## config.mk

```make
export PLATFORM = sky130hd
export DESIGN_NAME = melody_sequencer
export DESIGN_NICKNAME = d
export VERILOG_FILES = /design/src/rtl/melody_sequencer.sv
export SDC_FILE = /design/constraint.sdc
export NUM_CORES = 1
export LEC_CHECK = 0
export CAP_MARGIN = 20
export CORE_MARGIN = 3
export CORE_UTILIZATION = 55
export CTS_CLUSTER_DIAMETER = 120
export CTS_CLUSTER_SIZE = 40
export DETAILED_ROUTE_END_ITERATION = 10
export PLACE_DENSITY_LB_ADDON = 0.1
export SLEW_MARGIN = 40
export SYNTH_ARGS = -nofsm -noshare
export SYNTH_HDL_FRONTEND = slang
export SYNTH_SLANG_ARGS = --single-unit
```

## constraint.sdc

```tcl
create_clock -name clk -period 2.62 [get_ports clk]
set_input_delay 0.655 -clock clk [delete_from_list [all_inputs] [get_ports clk]]
set_output_delay 0.655 -clock clk [all_outputs]
set_load 0.02 [all_outputs]
```

## src/rtl/melody_sequencer.sv

```systemverilog
// melody_sequencer: steps through a song held in an external synchronous ROM
// and drives the tone generator's one-hot key vector. Each note is held for
// duration x TICKS_PER_BEAT cycles and is followed by GAP_TICKS silent cycles.
//
// Ports:
//   clk, rst        clock and asynchronous active-high reset
//   start, stop     one-cycle pulses: begin playback from address 0 / abort
//   loop_en         level: restart the song at its end instead of finishing
//   keys_in[9:0]    front-panel keys (only used with MANUAL_OVERRIDE_EN)
//   song_addr       ROM address; song_data (8b) is valid one cycle later
//   note_bits[9:0]  one-hot key vector to the tone generator
//   sound_en        speaker gate (an all-zero key vector is not silent)
//   busy            high whenever not IDLE
//   done            one-cycle pulse on normal end of song
//
// Optional feature: define MANUAL_OVERRIDE_EN to let held front-panel keys
// override the sequencer output (lowest pressed key wins).
module melody_sequencer #(
    parameter int unsigned TICKS_PER_BEAT = 250000,
    parameter int unsigned GAP_TICKS      = 20000,
    parameter int unsigned SONG_LEN       = 64,
    localparam int unsigned ADDR_W        = (SONG_LEN > 1) ? $clog2(SONG_LEN) : 1
) (
    input  logic              clk,
    input  logic              rst,
    input  logic              start,
    input  logic              stop,
    input  logic              loop_en,
    input  logic [9:0]        keys_in,
    output logic [ADDR_W-1:0] song_addr,
    input  logic [7:0]        song_data,
    output logic [9:0]        note_bits,
    output logic              sound_en,
    output logic              busy,
    output logic              done
);

    localparam logic [3:0] END_CODE = 4'd15;

    typedef enum logic [2:0] {
        IDLE,
        FETCH,
        LOAD,
        PLAY,
        GAP
    } state_t;

    state_t            state_q, state_d;
    logic [31:0]       tick_q, tick_d;
    logic [4:0]        beat_q, beat_d;
    logic [4:0]        dur_q, dur_d;
    logic [ADDR_W-1:0] addr_d;
    logic [9:0]        seq_note_q, seq_note_d;
    logic              seq_sound_q, seq_sound_d;
    logic              done_d;
    logic              end_c;
    logic [3:0]        code_c;
    logic [9:0]        decoded_note_c;
    logic              decoded_sound_c;

    // Note code decode: 1..10 are keys, everything else is silent.
    always_comb begin
        code_c          = song_data[3:0];
        decoded_note_c  = 10'd0;
        decoded_sound_c = 1'b0;
        if (code_c >= 4'd1 && code_c <= 4'd10) begin
            decoded_note_c  = 10'd1 << (code_c - 4'd1);
            decoded_sound_c = 1'b1;
        end
    end

    // Next-state and next-output logic.
    always_comb begin
        state_d     = state_q;
        addr_d      = song_addr;
        seq_note_d  = seq_note_q;
        seq_sound_d = seq_sound_q;
        dur_d       = dur_q;
        done_d      = 1'b0;
        end_c       = 1'b0;
        // Counters restart on every state entry; staying states override.
        tick_d      = 32'd0;
        beat_d      = 5'd0;

        case (state_q)
            IDLE: begin
                addr_d      = '0;
                seq_note_d  = 10'd0;
                seq_sound_d = 1'b0;
                if (start) begin
                    state_d = FETCH;
                end
            end
            FETCH: begin
                state_d = LOAD;
            end
            LOAD: begin
                if (code_c == END_CODE) begin
                    end_c = 1'b1;
                end else begin
                    state_d     = PLAY;
                    seq_note_d  = decoded_note_c;
                    seq_sound_d = decoded_sound_c;
                    dur_d       = (song_data[7:4] == 4'd0) ? 5'd16 : {1'b0, song_data[7:4]};
                end
            end
            PLAY: begin
                if (tick_q == 32'(TICKS_PER_BEAT - 1)) begin
                    if (beat_q == dur_q - 5'd1) begin
                        state_d     = GAP;
                        seq_note_d  = 10'd0;
                        seq_sound_d = 1'b0;
                    end else begin
                        beat_d = beat_q + 5'd1;
                    end
                end else begin
                    tick_d = tick_q + 32'd1;
                    beat_d = beat_q;
                end
            end
            GAP: begin
                if (tick_q == 32'(GAP_TICKS - 1)) begin
                    if (song_addr == ADDR_W'(SONG_LEN - 1)) begin
                        end_c = 1'b1;
                    end else begin
                        addr_d  = song_addr + ADDR_W'(1);
                        state_d = FETCH;
                    end
                end else begin
                    tick_d = tick_q + 32'd1;
                end
            end
            default: begin
                state_d = IDLE;
            end
        endcase

        // End of song is resolved in the cycle it is detected.
        if (end_c) begin
            addr_d = '0;
            if (loop_en) begin
                state_d = FETCH;
            end else begin
                state_d = IDLE;
                done_d  = 1'b1;
            end
        end

        // Abort has priority over everything, including a same-cycle start.
        if (stop) begin
            state_d     = IDLE;
            addr_d      = '0;
            seq_note_d  = 10'd0;
            seq_sound_d = 1'b0;
            done_d      = 1'b0;
            tick_d      = 32'd0;
            beat_d      = 5'd0;
        end
    end

    // State and sequencer registers.
    always_ff @(posedge clk or posedge rst) begin
        if (rst) begin
            state_q     <= IDLE;
            tick_q      <= 32'd0;
            beat_q      <= 5'd0;
            dur_q       <= 5'd0;
            song_addr   <= '0;
            seq_note_q  <= 10'd0;
            seq_sound_q <= 1'b0;
            busy        <= 1'b0;
            done        <= 1'b0;
        end else begin
            state_q     <= state_d;
            tick_q      <= tick_d;
            beat_q      <= beat_d;
            dur_q       <= dur_d;
            song_addr   <= addr_d;
            seq_note_q  <= seq_note_d;
            seq_sound_q <= seq_sound_d;
            busy        <= (state_d != IDLE);
            done        <= done_d;
        end
    end

`ifdef MANUAL_OVERRIDE_EN
    // Held keys replace the sequencer output; lowest pressed key wins.
    logic [9:0] key_low_c;
    assign key_low_c = keys_in & (~keys_in + 10'd1);

    always_ff @(posedge clk or posedge rst) begin
        if (rst) begin
            note_bits <= 10'd0;
            sound_en  <= 1'b0;
        end else if (keys_in != 10'd0) begin
            note_bits <= key_low_c;
            sound_en  <= 1'b1;
        end else begin
            note_bits <= seq_note_d;
            sound_en  <= seq_sound_d;
        end
    end
`else
    // Keys are ignored in this build; the port remains for pin compatibility.
    logic unused_keys;
    assign unused_keys = ^keys_in;
    assign note_bits   = seq_note_q;
    assign sound_en    = seq_sound_q;
`endif

endmodule

```

==> impl_results.md, run 1 <==
* Fin nets at 411
* Period utilization at 92.1%
* DRC Markers at 0
* Initial Util at about three fifths
* Gate Count Post-Synth at between 300 and 400
* FILL cells at roughly 460
* Post-Route WL at 6500 um
* CTS Sinks at 64
* Initial detailed-routing violation count at about 190
* Largest delay share family, worst path: simple AND/OR/NAND/NOR gates
* I/O pins at 42
* Synthesized area per cell at between 9 and 10 sq um
* CTS buffer count at 9
* EDFF count, synth at 0
* Port bufs at 31
* ANT cells at 0
* Die Footprint at about 0.007 sq mm
* Via-to-Cell Ratio at approximately 5.6
* DP Wirelength at between 4000 and 5000 um
* Top cells by area, synth: dfrtp_1 (48%), nor2_1 (7.2%), xor2_1 (6.0%)
* Crit-path max cell delay at between 400 and 500 ps
* Post-synthesis sequential area ratio at around half
* Critical Path Sink Type: register
* Critical-path maximum fanout at 9
* Cell Area, Synth at roughly 0.0033 sq mm
* Crit-path slowest cell: nor4_2
* Setup WS post-layout at about 210 ps
* Post-CTS setup buffer count at 0
* Synth area leader: dfrtp_1
* Tightest Hold Check Type: register to register
* Antenna violation net count after detailed routing at 0
* GRT overflow at 0
* Synth Area in Adders at under 10%
* Slew of the pin with the lowest slew margin at 684 ps
* Number of global-route vias before repair at approximately 2,500
* Clk Latency, worst-skew pair at 340 ps
* CTS tree: yes
* Rows at 27
* Min-delay src: note_bits[7]
* CTS root buf: clkbuf_8
* GRT Overall Usage at 20.2%
* Layout cell share with drive strength beyond 1 at 11.1%
* Critical Path RT at between 2000 and 3000 ps
* Pre-antenna DRT Iters at 5
* Sequential cell area at 0.00160 sq mm
* Worst vdd ir at approximately 0.41 mV
* Synth Area in XOR/XNOR at a little over a tenth
* Top post-synthesis cells by count: dfrtp_1 (64), nor2_1 (64), xor2_1 (23), nand2_1 (21), nor3_1 (19)
* Mux contribution to synthesized area at roughly 1.4%
* Final hold viol count at 0
* Critical-path cell list: ha_1, nand3_2, nand4b_1, nor4_2, nor3b_1, o22ai_1, buf_2, a21o_1
* Max Clk Rate at 414 MHz
* Max Cap Viol at 0
* Multi-input logic area at between 0.0015 and 0.002 sq mm
* Htree depth at 3
* Clk buf depth at 2
* Pwr dens at about 540 mW/mm^2
* Flops & latches, synth at 64
* CP Launch Type: register
* Rel. slew slack at roughly 54%
* Initial antenna violation count at 0
* Crit path arrival time at around 2700 ps
* Pin count of the biggest net entering global routing at 47
* Static Leak at approximately 1.7 nW
* Max Clock Skew at between 8 and 9 ps
* Synth top area share at 48.0%
* Die H at about 84 um
* Distinct cells, synth at 51
* Pre-CTS setup slack at about 100 ps
* First-pass GRT wire length at 11,500 um
* Placed Area at between 0.003 and 0.004 sq mm
* Main combinational cell family by area after synthesis: simple AND/OR/NAND/NOR gates
* Simple-Gate Fraction of Synth Area at between 20% and 30%
* Fin. max-slew vios at 0
* R2r startpoint: tick_q[0]
* Worst-path clk slew at 70 ps
* Net Count, Synth at 367
* Main flop type after synthesis: dfrtp_1
* Via count at ~2,600
* Setup tns final at 0 ps
* Area Overhead vs Synth at 19.4%
* Worst Path Buf+Inv at 1
* Post-CTS Hold Fix Bufs at 0
* Final GP Congestion at about 0.80
* RSZ-0062 raised after global routing: no
* Wire length per cell at 14.1 um
* Width of the die at roughly 84 um
* Fraction of the mapped netlist area in compound gates at 9.01%
* Worst Setup SP: tick_q[0]
* Final Cell Area at 0.00398 sq mm
* Minimum clock period at 2410 ps
* Core area at between 0.005 and 0.006 sq mm
* Setup violations, final at 0
* Status: finished clean
* Synth Warn # at 0
* Async S/R FF share, synth at 100%
* WS Path Type: register to register
* Fin Hold WS at 482 ps
* Post-CTS sizing at 0
[worst register-to-register path: stages, from the launching register on]
cell      delay [ps]
dfrtp_1          400
ha_1             300
nand3_2          150
nand4b_1         290
nor4_2           410
nor3b_1          230
o22ai_1          150
buf_2            200
a21o_1           180
[report_power, final]
| group | internal, mW | total (mW) | switching, mW |
|---|---|---|---|
| logic | 0.127 | 0.248 | 0.122 |
| registers | 1.02 | 1.06 | 0.0380 |
| clock network | 0.489 | 0.849 | 0.360 |
| total | 1.64 | 2.16 | 0.520 |
[per-layer routing]
| metal | wire length (um) | vias up | track usage, % |
|---|---|---|---|
| met4 | 97 | 0 | 7.60 |
| met3 | 291 | 11 | 5.23 |
| met2 | 3110 | 50 | 32.0 |
| met1 | 3000 | 1233 | 26.6 |
| met5 | 0 | - | 0 |
| li1 | - | 1286 | - |
[placed cells by master (no fill, tap or decap), types with 2 or more instances in the layout]
cell / count
nand2b_1: 8
or2_2: 2
o2111ai_1: 2
buf_4: 8
inv_1: 8
nand3_1: 9
nand3_2: 3
nor4_1: 7
o21ai_0: 4
ha_1: 4
a21o_1: 4
nor3_1: 19
and3_1: 7
buf_12: 2
nand4_1: 11
nand3b_1: 3
clkinv_2: 2
xnor2_1: 18
or3_1: 2
dfrtp_1: 64
a21oi_1: 7
nand2_1: 21
xor2_1: 23
clkdlybuf4s50_1: 31
or4_1: 2
o2bb2ai_1: 11
clkbuf_1: 2
nor2_1: 64
clkbuf_8: 11
mux2_2: 4
nor3b_1: 2
[metrics by stage]
| step | utilization [%] | std cells | power, mW |
|---|---|---|---|
| 6_report | 70.1 | 461 | 2.16 |
| 5_1_grt | 70.1 | 461 | 2.25 |
| 4_1_cts | 70.0 | 460 | 2.17 |
| 3_5_place_dp | 66.5 | 444 | 1.32 |
| 3_3_place_gp | 66.5 | 444 | 1.32 |
| 2_1_floorplan | - | 340 | 1.24 |
[sequential cells by signal, summed over array words and instances (netlist names)]
register and count:
dur_q 5, busy 1, note_bits 10, sound_en 1
done 1, state_q 3, tick_q 32, song_addr 6
beat_q 5
[cells by family after synthesis]
family,after synthesis
fa+ha+maj,4
mux,4
compound gates,40
simple gates,169
buf+inv,18
xor+xnor,41
flops,64
[worst paths after layout]
| check | slack, ps | cells past startpoint | endpoint |
|---|---|---|---|
| setup reg to reg | 210 | 8 | note_bits[7] |
| hold reg to reg | 480 | 1 | note_bits[7] |
| hold / removal | 480 | 1 | note_bits[7] |
| min in group asynchronous | 620 | 2 | tick_q[29] |
| max in group asynchronous | 1420 | 3 | dur_q[2] |
| setup / recovery | 210 | 8 | note_bits[7] |
[cell type report]
type / instances / share of cell area, %
clock inverter: 3 / 1.01
timing repair buffer: 42 / 10.4
tap: 72 / 2.26
sequential: 64 / 40.3
inverter: 9 / 0.849
clock buffer: 13 / 3.99
multi-input combinational: 258 / 41.2
Note: power is estimated with default switching activity, not from simulation.
==> run 2, diff against run 1 <==
--- a/config.mk
+++ b/config.mk
@@ -5,7 +5,7 @@
 export SDC_FILE = /design/constraint.sdc
 export NUM_CORES = 1
 export LEC_CHECK = 0
-export CAP_MARGIN = 20
+export CAP_MARGIN = 25
 export CORE_MARGIN = 3
 export CORE_UTILIZATION = 55
 export CTS_CLUSTER_DIAMETER = 120
==> results of run 2 <==
Same layout as run 1: the final DEF is identical, and so are final timing and power.
==> run 3, diff against run 2 <==
--- a/config.mk
+++ b/config.mk
@@ -7,12 +7,12 @@
 export LEC_CHECK = 0
 export CAP_MARGIN = 25
 export CORE_MARGIN = 3
-export CORE_UTILIZATION = 55
+export CORE_UTILIZATION = 30
 export CTS_CLUSTER_DIAMETER = 120
 export CTS_CLUSTER_SIZE = 40
 export DETAILED_ROUTE_END_ITERATION = 10
 export PLACE_DENSITY_LB_ADDON = 0.1
-export SLEW_MARGIN = 40
+export SLEW_MARGIN = 20
 export SYNTH_ARGS = -nofsm -noshare
 export SYNTH_HDL_FRONTEND = slang
 export SYNTH_SLANG_ARGS = --single-unit
==> constraint.sdc (replaced) <==
create_clock -name clk -period 2.62 [get_ports clk]
set_input_delay 0.524 -clock clk [delete_from_list [all_inputs] [get_ports clk]]
set_output_delay 0.524 -clock clk [all_outputs]
set_load 0.02 [all_outputs]
==> run 3 against run 2 <==
Compared with the run above:
- clock skew decreased by 3.1 ps
- worst setup slack improved by 150 ps
- clock power increased by 7.8%
- via count decreased by 2.8%
- cell area increased by 1.9%
==> impl_results.md, run 3 (synthesized netlist as in run 1, its figures left out) <==
* Clk buf depth at 2
* Initial antenna violation count at 0
* Status: finished clean
* Critical-path maximum fanout at 19
* Layout cell share with drive strength beyond 1 at between 10% and 20%
* Placed Cells at a little over 500
* Antenna violation net count after detailed routing at 0
* CTS Sinks at between 60 and 70
* Pin count of the biggest net entering global routing at between 60 and 70
* Post-CTS setup buffer count at 0
* Most frequent cells in the layout: nor2_1 (64), dfrtp_1 (64), clkdlybuf4s50_1 (31)
* Width of the die at 111 um
* Area Overhead vs Synth at 21.6%
* Tightest Hold Check Type: register to register
* CTS tree: yes
* Critical Path RT at about 2800 ps
* Crit-path slowest cell: dfrtp_1
* I/O pins at 42
* Number of flip-flops in the largest register at 32
* Post-CTS Hold Fix Bufs at 0
* GRT Overall Usage at about an eighth
* Setup tns final at 0 ps
* GRT overflow at 0
* Crit path arrival time at approximately 2500 ps
* Largest delay share family, worst path: simple AND/OR/NAND/NOR gates
* DP Wirelength at just over 5000 um
* Critical Path Sink Type: register
* Die Footprint at about 0.012 sq mm
* Max Clk Rate at between 400 and 500 MHz
* Clk network pwr share at between 40% and 50%
* Critical-path cell list: nor4_1, nand4b_1, nor4_2, buf_4, nor2_1, o21bai_2, buf_4, nor2_1
* Port bufs at 31
* Hold depth at 1
* Sequential share of power at between 40% and 50%
* CP Launch Type: register
* DRC Markers at 0
* Die H at ~110 um
* WS Path Type: register to register
* Placed Area at roughly 0.0038 sq mm
* CTS root buf: clkbuf_8
* Fin. max-slew vios at 0
* Via-to-Cell Ratio at approximately 4.8
* Period utilization at between 80% and 90%
* Htree depth at 3
* Fin Hold WS at between 400 and 500 ps
* Slew of the pin with the lowest slew margin at roughly 830 ps
* Worst vdd ir at roughly 0.35 mV
* Pint at 1.69 mW
* Biggest regs: tick_q: 32 flops, note_bits: 10 flops, song_addr: 6 flops
* R2R depth at 8
* Setup violations, final at 0
* Final GP Congestion at between 0.7 and 0.8
* Stages on the worst setup path at 8
* Fin nets at ~410
* RSZ-0062 raised after global routing: no
* Comb power frac at around 11%
* Max Cap Viol at 0
* Wire length per cell at approximately 14 um
* Pwr dens at about 550 mW/mm^2
* Pre-CTS setup slack at 322 ps
* Rows at 37
* First-pass GRT wire length at about 13,000 um
* CTS buffer count at 9
* Final hold viol count at 0
* Setup WS post-layout at about 360 ps
* Rel. slew slack at around 45%
* Sw Pwr at ~530 uW
* Via count at roughly 2,500
* Post-Route WL at slightly above 7000 um
* Number of global-route vias before repair at 2,618
* Final core occ at between 30% and 40%
* Non-filler cells, final at 523
* Static Leak at 1.65 nW
* Pre-antenna DRT Iters at 4
* ANT cells at 0
* Sw frac at 24.1%
* Worst Path Buf+Inv at 2
* Core area at between 0.01 and 0.015 sq mm
* Minimum clock period at roughly 2300 ps
* Initial Util at a little under a third
* Clk Latency, worst-skew pair at approximately 340 ps
* Worst-path clk slew at around 70 ps
* Crit-path max cell delay at roughly 420 ps
* Post-CTS sizing at 0
* Max Clock Skew at around 5.3 ps
* Initial detailed-routing violation count at between 80 and 90
* Final Cell Area at between 0.004 and 0.005 sq mm
* Pwr Total at 2.22 mW
* Largest Register: tick_q
[run 3: changes by cell type in the layout (fill, tap and decap cells not counted)]
cell	delta
clkinv_2	-1
buf_12	-1
buf_2	-1
clkbuf_8	+2
clkbuf_1	-1
[run 3: cell type report]
cell class / count / area, sq um
sequential: 64 / 1600
tap: 136 / 170
clock inverter: 2 / 35.0
clock buffer: 14 / 183
multi-input combinational: 258 / 1640
inverter: 9 / 33.8
timing repair buffer: 40 / 390
fill: 1055 / 6500
[run 3: power groups by stage]
stage	Combinational [mW]	Clock (mW)	Sequential [mW]
finish	0.248	0.915	1.06
global route	0.283	0.994	1.06
CTS	0.253	0.955	1.06
detailed placement	0.250	0	1.08
global placement	0.247	0	1.08
floorplan	0.165	0	1.07
[run 3: worst reg2reg max path: cells and delay by family, from the launching register on]
family	cells	cell delay, ps
buf+inv	2	430
compound gates	1	140
flops	1	420
simple gates	5	1140
[run 3: routing by layer]
metal / GRT usage, % / up-vias / wire (um)
li1: - / 1281 / -
met1: 17.1 / 1195 / 3650
met2: 19.4 / 25 / 3320
met3: 3.59 / 6 / 199
met4: 4.22 / 0 / 94
met5: 0 / - / 0
[run 3: final timing paths]
| check | start | end | slack (ps) |
|---|---|---|---|
| hold reg to reg | note_bits[7] | note_bits[7] | 480 |
| setup / recovery | tick_q[5] | tick_q[13] | 360 |
| hold / removal | note_bits[7] | note_bits[7] | 480 |
| setup reg to reg | tick_q[5] | tick_q[13] | 360 |
| min in group asynchronous | rst | tick_q[29] | 570 |
| max in group asynchronous | rst | tick_q[6] | 1740 |
